File: src/rtl/ext_bus_pkg.sv
// Shared types and elaboration helpers for the multiplexed external bus bridge.
package ext_bus_pkg;

  typedef enum logic [2:0] {
    ST_IDLE    = 3'd0,
    ST_ADDR    = 3'd1,
    ST_LATCHED = 3'd2,
    ST_ACCESS  = 3'd3,
    ST_RESP    = 3'd4
  } ext_bus_state_t;

  // Number of AD beats needed to carry one full address.
  function automatic int calc_beats(input int addr_w, input int ad_w);
    return addr_w / ad_w;
  endfunction

  // Counter width helper that never collapses to zero bits.
  function automatic int clog2_min1(input int v);
    int w;
    w = $clog2(v);
    return (w < 1) ? 1 : w;
  endfunction

  // Legal parameter combination check used at elaboration.
  function automatic bit params_ok(input int ad_w, input int addr_w, input int data_w,
                                   input int num_regions, input int timeout);
    return (ad_w >= 1) && (addr_w >= ad_w) && ((addr_w % ad_w) == 0) &&
           (data_w >= 1) && (data_w <= ad_w) && (num_regions >= 1) && (timeout >= 1);
  endfunction

endpackage

File: src/rtl/ext_bus_addr_decoder.sv
// Combinational base/mask region decoder; lowest matching region wins.
module ext_bus_addr_decoder
  import ext_bus_pkg::*;
#(
  parameter int ADDR_WIDTH  = 32,
  parameter int NUM_REGIONS = 2,
  parameter logic [NUM_REGIONS*ADDR_WIDTH-1:0] REGION_BASE = {32'h0000_1000, 32'h1A10_0000},
  parameter logic [NUM_REGIONS*ADDR_WIDTH-1:0] REGION_MASK = {32'hFFFF_F000, 32'hFFFE_0000}
) (
  input  logic [ADDR_WIDTH-1:0]  i_addr,
  output logic [NUM_REGIONS-1:0] o_hit,
  output logic                   o_miss
);

  logic [NUM_REGIONS-1:0] w_raw_hit;

  for (genvar i = 0; i < NUM_REGIONS; i++) begin : g_region
    assign w_raw_hit[i] = ((i_addr & REGION_MASK[i*ADDR_WIDTH +: ADDR_WIDTH]) ==
                           REGION_BASE[i*ADDR_WIDTH +: ADDR_WIDTH]);
  end

  // Keep only the lowest set bit so overlapping regions resolve by index.
  assign o_hit  = w_raw_hit & (~w_raw_hit + NUM_REGIONS'(1));
  assign o_miss = ~(|w_raw_hit);

endmodule

File: src/rtl/ext_bus_bridge.sv
// Bridge from the MCU multiplexed AD bus to demultiplexed, region-decoded slave ports.
module ext_bus_bridge
  import ext_bus_pkg::*;
#(
  parameter int AD_WIDTH       = 16,
  parameter int ADDR_WIDTH     = 32,
  parameter int DATA_WIDTH     = 8,
  parameter int NUM_REGIONS    = 2,
  parameter logic [NUM_REGIONS*ADDR_WIDTH-1:0] REGION_BASE = {32'h0000_1000, 32'h1A10_0000},
  parameter logic [NUM_REGIONS*ADDR_WIDTH-1:0] REGION_MASK = {32'hFFFF_F000, 32'hFFFE_0000},
  parameter int TIMEOUT_CYCLES = 1024
) (
  input  logic                              clk,
  input  logic                              rst,
  input  logic                              ae,
  input  logic                              ext_read,
  input  logic                              ext_write,
  input  logic [AD_WIDTH-1:0]               ext_ad_out,
  output logic [DATA_WIDTH-1:0]             ext_ad_in,
  output logic                              ext_ready,
  output logic [ADDR_WIDTH-1:0]             dev_addr,
  output logic [DATA_WIDTH-1:0]             dev_wdata,
  output logic [NUM_REGIONS-1:0]            dev_read,
  output logic [NUM_REGIONS-1:0]            dev_write,
  input  logic [NUM_REGIONS*DATA_WIDTH-1:0] dev_rdata,
  input  logic [NUM_REGIONS-1:0]            dev_ready,
  output logic                              bus_err
);

  localparam int BEATS = calc_beats(ADDR_WIDTH, AD_WIDTH);
  localparam int BC_W  = clog2_min1(BEATS + 1);
  localparam int TO_W  = clog2_min1(TIMEOUT_CYCLES);

  if (!params_ok(AD_WIDTH, ADDR_WIDTH, DATA_WIDTH, NUM_REGIONS, TIMEOUT_CYCLES)) begin : g_bad_params
    $error("ext_bus_bridge: illegal parameter combination");
  end

  ext_bus_state_t          r_state;
  logic [BC_W-1:0]         r_beat_cnt;
  logic [TO_W-1:0]         r_to_cnt;
  logic [ADDR_WIDTH-1:0]   r_dev_addr;
  logic [DATA_WIDTH-1:0]   r_dev_wdata;
  logic [NUM_REGIONS-1:0]  r_dev_read;
  logic [NUM_REGIONS-1:0]  r_dev_write;
  logic [DATA_WIDTH-1:0]   r_ext_ad_in;
  logic                    r_ext_ready;
  logic                    r_bus_err;

  logic [NUM_REGIONS-1:0]  w_hit;
  logic                    w_miss;
  logic [NUM_REGIONS-1:0]  w_sel;
  logic                    w_sel_ready;
  logic [DATA_WIDTH-1:0]   w_sel_rdata;

  ext_bus_addr_decoder #(
    .ADDR_WIDTH  (ADDR_WIDTH),
    .NUM_REGIONS (NUM_REGIONS),
    .REGION_BASE (REGION_BASE),
    .REGION_MASK (REGION_MASK)
  ) u_decoder (
    .i_addr (r_dev_addr),
    .o_hit  (w_hit),
    .o_miss (w_miss)
  );

  // The active strobe identifies the selected slave; other readies are ignored.
  assign w_sel       = r_dev_read | r_dev_write;
  assign w_sel_ready = |(dev_ready & w_sel);

  // Read data mux for the selected region (strobe is one-hot).
  always_comb begin
    w_sel_rdata = '0;
    for (int i = 0; i < NUM_REGIONS; i++) begin
      w_sel_rdata = w_sel_rdata | (dev_rdata[i*DATA_WIDTH +: DATA_WIDTH] & {DATA_WIDTH{w_sel[i]}});
    end
  end

  // Main FSM: address beat assembly, decode, slave access with timeout, response.
  always_ff @(posedge clk) begin
    if (rst) begin
      r_state     <= ST_IDLE;
      r_beat_cnt  <= '0;
      r_to_cnt    <= '0;
      r_dev_addr  <= '0;
      r_dev_wdata <= '0;
      r_dev_read  <= '0;
      r_dev_write <= '0;
      r_ext_ad_in <= '0;
      r_ext_ready <= 1'b0;
      r_bus_err   <= 1'b0;
    end else begin
      r_bus_err <= 1'b0;
      case (r_state)
        ST_IDLE: begin
          if (ae) begin
            r_dev_addr[AD_WIDTH-1:0] <= ext_ad_out;
            r_beat_cnt               <= BC_W'(1);
            r_state                  <= ST_ADDR;
          end
        end
        ST_ADDR: begin
          if (ae) begin
            // Beats past the full address are dropped rather than wrapping.
            if (r_beat_cnt < BC_W'(BEATS)) begin
              for (int b = 1; b < BEATS; b++) begin
                if (r_beat_cnt == BC_W'(b)) r_dev_addr[b*AD_WIDTH +: AD_WIDTH] <= ext_ad_out;
              end
              r_beat_cnt <= r_beat_cnt + BC_W'(1);
            end
          end else if (r_beat_cnt == BC_W'(BEATS)) begin
            r_dev_wdata <= ext_ad_out[DATA_WIDTH-1:0];
            r_state     <= ST_LATCHED;
          end else begin
            r_bus_err <= 1'b1;
            r_state   <= ST_IDLE;
          end
        end
        ST_LATCHED: begin
          if (ae) begin
            r_dev_addr[AD_WIDTH-1:0] <= ext_ad_out;
            r_beat_cnt               <= BC_W'(1);
            r_state                  <= ST_ADDR;
          end else if (ext_read && ext_write) begin
            r_bus_err   <= 1'b1;
            r_ext_ad_in <= '0;
            r_ext_ready <= 1'b1;
            r_state     <= ST_RESP;
          end else if (ext_read || ext_write) begin
            if (w_miss) begin
              r_bus_err   <= 1'b1;
              r_ext_ad_in <= '0;
              r_ext_ready <= 1'b1;
              r_state     <= ST_RESP;
            end else begin
              r_dev_read  <= ext_read  ? w_hit : '0;
              r_dev_write <= ext_write ? w_hit : '0;
              r_to_cnt    <= '0;
              r_state     <= ST_ACCESS;
            end
          end
        end
        ST_ACCESS: begin
          if (w_sel_ready) begin
            // Writes return zero data to the core.
            r_ext_ad_in <= (|r_dev_read) ? w_sel_rdata : '0;
            r_ext_ready <= 1'b1;
            r_dev_read  <= '0;
            r_dev_write <= '0;
            r_state     <= ST_RESP;
          end else if (r_to_cnt == TO_W'(TIMEOUT_CYCLES - 1)) begin
            r_bus_err   <= 1'b1;
            r_ext_ad_in <= '0;
            r_ext_ready <= 1'b1;
            r_dev_read  <= '0;
            r_dev_write <= '0;
            r_state     <= ST_RESP;
          end else begin
            r_to_cnt <= r_to_cnt + TO_W'(1);
          end
        end
        ST_RESP: begin
          if (!ext_read && !ext_write) begin
            r_ext_ready <= 1'b0;
            r_ext_ad_in <= '0;
            r_state     <= ST_IDLE;
          end
        end
        default: begin
          r_state <= ST_IDLE;
        end
      endcase
    end
  end

  assign ext_ad_in = r_ext_ad_in;
  assign ext_ready = r_ext_ready;
  assign dev_addr  = r_dev_addr;
  assign dev_wdata = r_dev_wdata;
  assign dev_read  = r_dev_read;
  assign dev_write = r_dev_write;
  assign bus_err   = r_bus_err;

endmodule

File: config.mk
export PLATFORM = sky130hd
export DESIGN_NAME = ext_bus_bridge
export DESIGN_NICKNAME = d
export VERILOG_FILES = /design/src/rtl/ext_bus_pkg.sv /design/src/rtl/ext_bus_addr_decoder.sv /design/src/rtl/ext_bus_bridge.sv
export SDC_FILE = /design/constraint.sdc
export NUM_CORES = 1
export LEC_CHECK = 0
export CAP_MARGIN = 0
export CORE_MARGIN = 10
export CORE_UTILIZATION = 30
export DETAILED_ROUTE_END_ITERATION = 8
export SYNTH_ARGS = -nofsm -noshare
export SYNTH_HDL_FRONTEND = slang
export SYNTH_HIERARCHICAL = 1
export SYNTH_SLANG_ARGS = --single-unit
File: constraint.sdc
create_clock -name clk -period 5.7 [get_ports clk]
set_input_delay 1.71 -clock clk [delete_from_list [all_inputs] [get_ports clk]]
set_output_delay 1.71 -clock clk [all_outputs]
set_load 0.01 [all_outputs]
### Word-level counts from Yosys, hierarchy flattened

Cells that the tools add are included.

| storage, ports and cells | value |
|---|---|
| register bits after elaboration | 69 |
| bits of input ports | 39 |
| output and inout bits | 54 |
| word-level logic and storage cells | 131 |

| operators by class | value |
|---|---|
| $add $sub $neg | 3 |
| order comparisons | 1 |
| equal/unequal tests | 25 |
| multiplexer cells | 62 |
| bitwise operators | 8 |
| reductions and logical operators | 21 |

Operators with widths:

| cell | count |
|---|---|
| 8-bit two-way mux | 8 |
| 10-bit two-way mux | 6 |
| 2-bit two-way mux | 16 |
| 3-bit two-way mux | 9 |
| 8-bit case mux with 3 select lines | 1 |
| 20-bit by 1-bit equality test with 1-bit output (second input constant) | 1 |
| 2-bit inequality test (second input constant) | 10 |
| 10-bit case mux with 2 select lines | 1 |
| 8-bit bitwise AND | 2 |
| 15-bit by 12-bit equality test with 1-bit output (second input constant) | 1 |
| 1-bit two-way mux | 15 |
| 3-bit case mux with 5 select lines | 1 |
| 2-bit case mux with 2 select lines | 3 |
| 6-bit AND reduction | 2 |
| 10-bit by 1-bit adder with 10-bit output (second input constant) | 1 |
| 10-bit equality test (second input constant) | 1 |
| 3-bit inequality test (second input constant) | 3 |
| 8-bit OR | 1 |
| 4-bit AND reduction | 2 |
| 2-bit OR reduction | 4 |
| 7-bit AND reduction | 1 |
| 3-bit by 2-bit equality test with 1-bit output (second input constant) | 2 |
| 1-bit case mux with 3 select lines | 2 |
| 5-bit AND reduction | 1 |
| 20 further kinds | 26 |

### Logic depth before layout (Yosys ltp)

| depth | value |
|---|---|
| depth in word-level cells | 10 |
| mapped depth | 8 |
| gate-level depth less buffers | 8 |

### Cells and area by module

The synthesis kept the hierarchy.

By module, submodules not included:

| module | times used | cells an instance | area an instance (um^2) | seq. area each (um^2) |
|---|---|---|---|---|
| ext_bus_bridge | 1 | 341 | 2935.3 | 1381.3 |
| ext_bus_addr_decoder | 1 | 11 | 70.1 | 0.0 |

### Least setup slack after synthesis

No wires, ideal clock.

| timing | value |
|---|---|
| kind | input -> register |
| start | input ext_write |
| end | register r_state[0] |
| library setup time | 0.060 ns |
| arrival time | 3.066 ns |
| required time | 5.640 ns |
| path slack | 2.575 ns |
| stages | 6 |
| buffers on the path | 1 |
| cells stage by stage | clkbuf_1 or3b_1 a41oi_1 o21ai_1 a2111oi_0 o31a_1 |

| on the way | value |
|---|---|
| cells in the longest elaborated chain, start to end | 4 |
| elaborated cells between the ends (all ways) | 10 |
| classes of those cells | eq/ne: 2; mux: 3; reduce/logical: 5 |

Ends and longest elaborated chain:

| item | RTL line | RTL |
|---|---|---|
| start, declared | ext_bus_bridge.sv:17 | `input logic ext_write,` |
| 1-bit logical AND or 1-bit logical NOT (tied branches) | ext_bus_bridge.sv:123, ext_bus_bridge.sv:162 |  |
| 3-bit two-way mux or 1-bit logical AND (tied branches) | ext_bus_bridge.sv:123, ext_bus_bridge.sv:162 |  |
| 3-bit two-way mux or 2-bit inequality test (tied branches) | n/a |  |
| 3-bit case mux with 5 select lines or 5-bit AND reduction (tied branches) | n/a |  |
| end signal, assigned | ext_bus_bridge.sv:98 | `r_state <= ST_ADDR;` |
| end signal, assigned | ext_bus_bridge.sv:122 | `r_state <= ST_ADDR;` |
| end signal, assigned | ext_bus_bridge.sv:127 | `r_state <= ST_RESP;` |
| end, declared | ext_bus_bridge.sv:38 | `ext_bus_state_t r_state;` |

Parallel ways exist; a longest one is shown, timed or not.
A chain may end at the register's enable or synchronous reset.

### Final worst setup path

| timing | value |
|---|---|
| start | input ae |
| end | register r_to_cnt[9] |

| on the way | value |
|---|---|
| cells in the longest elaborated chain, start to end | 2 |

Ends and longest elaborated chain:

| item | RTL line | RTL |
|---|---|---|
| start, declared | ext_bus_bridge.sv:15 | `input logic ae,` |
| 2-bit inequality test (no line) | n/a |  |
| 7-bit AND reduction (no line) | n/a |  |
| end signal, assigned | ext_bus_bridge.sv:158 | `r_to_cnt <= r_to_cnt + TO_W'(1);` |
| end, declared | ext_bus_bridge.sv:40 | `logic [TO_W-1:0] r_to_cnt;` |

No other way between the ends.

==> summary.txt <==
Worst hold path
  – HP Class: flop to flop

Global route
  – Pin count of the biggest net entering global routing: 55
  – First-pass GRT wire length: 14.97 mm
  – Gr ovfl total: 0
  – Gr usage total: 12.61%
  – Vias in the first global route: 2,967
  – Initial antenna violation count: 0

STA
  – Relative slew slack: 25.91%
  – Final setup vio count: 0
  – Period utilisation layout: 60.28%
  – Fin Hold WS: 0.4566 ns
  – Min cycle time layout: 3.436 ns
  – Post-route setup TNS: 0 ns
  – Final Skew: 0.008570 ns
  – Achievable Freq: 0.2911 GHz
  – Worst-Margin Slew: 1.101 ns
  – RSZ-0062 raised after global routing: no
  – Fin. max-slew vios: 0
  – Final Hold Viols: 0

Drt
  – Via density: 5.058
  – Vias: 2,888
  – ANT nets after route: 0
  – Total Wirelength: 9.272 mm
  – DRC: 0
  – Drt pass-1 iters: 4
  – Wirelength per Cell: 16.24 um
  – Iter 0 DRT Violations: 164

Logic synthesis
  – Mapped Nets: 394
  – Commonest register cell after synthesis: dfxtp_1
  – Commonest cells in the netlist: dfxtp_1, nand2_1, a21oi_1
  – Yosys reg bits: 69
  – Synth warnings: 6
  – Asr flop ratio synth: 0%
  – Area leader, netlist: dfxtp_1
  – Mapped Area: 3005 sq um
  – Synth unique cells: 54
  – Synth top area cells: dfxtp_1, nand2_1, a21oi_1
  – Top cell type's share of synthesized area: 45.96%
  – Seq/Total Area, Yosys: 45.96%
  – Top-count cell post-synth: dfxtp_1
  – EDFF count, synth: 0
  – Avg Cell Area, Syn: 8.538 sq um
  – Post-Synthesis Cells: 352

Cells and area
  – Inserted Diodes: 0
  – Share of post-route cells with drive strength above 1: 5.708%
  – Area delta synth->final: 40.51%
  – Nets: 475
  – Fillers: 1,000
  – Reg area: 1381 sq um
  – Multi-input gate area: 1503 sq um

Setup path
  – CP Cell Sequence: clkdlybuf4s50_1 > nor4b_1 > nand3_1 > a22oi_2 > nor2_1 > a211o_1
  – CP endpoint kind: flop
  – Critical path's largest stage delay: 0.58 ns
  – CP Buf/Inv Count: 1
  – WP data arrival: 3.67 ns
  – Data required, critical path: 5.93 ns
  – Setup CP Type: input port to flop
  – CP Max Fanout: 11
  – Startpoint types: input port
  – Max stage delay cell, worst path: clkdlybuf4s50_1
  – Crit path max-delay family: simple AND/OR/NAND/NOR gates

Placed design
  – Post-DP HPWL: 6.790 mm
  – Port bufs: 92
  – GPL Wtd Cong: 0.7939

Pwr
  – Max VDD drop: 0.1335 mV
  – PD cells: 253.5 nW/um^2
  – Clock power share: 41.4%
  – Seq pwr share: 47.2%
  – Psw: 0.0002691 W
  – Switching share of power: 25.14%
  – Internal cell power: 0.0008014 W
  – Leak: 1.568 nW
  – Logic pwr share: 11.4%

Clock network
  – Max Buffers Root-to-Sink: 2
  – CTS resizes: 0
  – CTS clk-pin slew, worst paths: 0.08 ns
  – TritonCTS clock tree: yes
  – Hold Buf Count CTS: 0
  – Root buf cell: clkbuf_8
  – Clock Latency Late Sink: 0.34 ns
  – Number of buffers created by CTS: 9
  – Post-CTS Repair Setup Buffers: 0
  – CTS Sinks: 69
  – H-Tree Depth: 3

Die
  – Chip height: 120.1 um
  – Initial core utilization: 30.75%
  – Die Width: 120.1 um
  – Die ar.: 14,420 sq um
  – IO Pins: 93
  – Rows: 36
  – Core area: 9774 sq um

Flow run
  – Max-Cap Viols: 0

Status
  – Run status: finished, final reports clean
## sequential cells by signal (all words and copies together) (netlist names)
register,count
dev_wdata,8
dev_read,2
bus_err,1
r_state,3
r_beat_cnt,2
ext_ad_in,8
ext_ready,1
r_to_cnt,10
dev_write,2
dev_addr,32
## worst reg2reg max path, cell delays in order, from the launching register on
cell and delay [ns]:
dfxtp_1 0.33, nor4_1 0.34, nand3_1 0.21, a21o_1 0.25, nor4b_1 0.38, nand3_1 0.19, a22oi_2 0.23, nor2_1 0.12
a211o_1 0.35
## metal layers
metal	global-route usage, %	vias to the layer above	share of wire [%]
met2	20.08	109	45
met1	14.51	1335	43
li1	-	1436	-
met4	3.394	0	1.1
met3	6.657	8	11
met5	0	-	0
## power by group through the flow
stage | logic [W] | clock network [W] | registers (W)
after floorplan | 0.0000544 | 0 | 0.000518
after global placement | 0.000122 | 0 | 0.000516
after detailed placement | 0.000123 | 0 | 0.000516
after CTS | 0.000124 | 0.000459 | 0.000505
after global routing | 0.000134 | 0.000480 | 0.000507
final | 0.000122 | 0.000444 | 0.000505
## per-stage QoR
step / setup WS [ns] / utilization (%) / cell area (sq um) / total power, W / std cells
6_report: 2.264 / 43.20 / 4223 / 0.001071 / 571
5_1_grt: 2.056 / 43.20 / 4223 / 0.001121 / 571
4_1_cts: 2.287 / 43.20 / 4223 / 0.001088 / 571
3_5_place_dp: 1.928 / 40.92 / 4000 / 0.0006393 / 555
3_3_place_gp: 1.994 / 40.92 / 4000 / 0.0006383 / 555
2_1_floorplan: 2.575 / - / 3005 / 0.0005723 / 352
## cell usage in the layout (no fill, tap or decap), types with 4 or more instances in the layout
cell type / instances
a22o_1: 19
nor3_1: 9
nand3_1: 23
nor4_1: 6
a21o_1: 4
clkbuf_8: 9
inv_1: 7
a32o_1: 4
dfxtp_1: 69
clkdlybuf4s50_1: 91
nand2_1: 58
nor2_1: 22
o21ai_0: 4
a21oi_1: 39
mux2i_1: 8
## cell type report
type / count / share of cell area [%]
Sequential cell: 69 / 32.71
Clock inverter: 7 / 2.341
Tap cell: 133 / 3.941
Clock buffer: 9 / 2.933
Timing Repair Buffer: 93 / 21.87
Multi-Input combinational cell: 253 / 35.59
Inverter: 7 / 0.6222
## cell families (layout without fill, tap and decap cells)
family	after synthesis	count (layout)	synth area share [%]
buffers and inverters	30	116	4.038
and+or+nand+nor	146	146	23.81
DFF	69	69	45.96
xor gates and xnor gates	1	1	0.2915
muxes	8	8	2.665
AOI/OAI and AO/OA	94	94	21.65
adders and majority gates	4	4	1.582
## path summary, 6_finish.rpt
kind / start / endpoint / slack, ns / cells after the start
worst min register to register: dev_addr[2] / dev_addr[2] / 0.46 / 2
worst max-delay path: ae / r_to_cnt[9] / 2.26 / 6
worst max register to register: dev_addr[18] / r_to_cnt[9] / 3.19 / 8
worst min-delay path: dev_addr[2] / dev_addr[2] / 0.46 / 2
(Power assumes the default switching activity.)
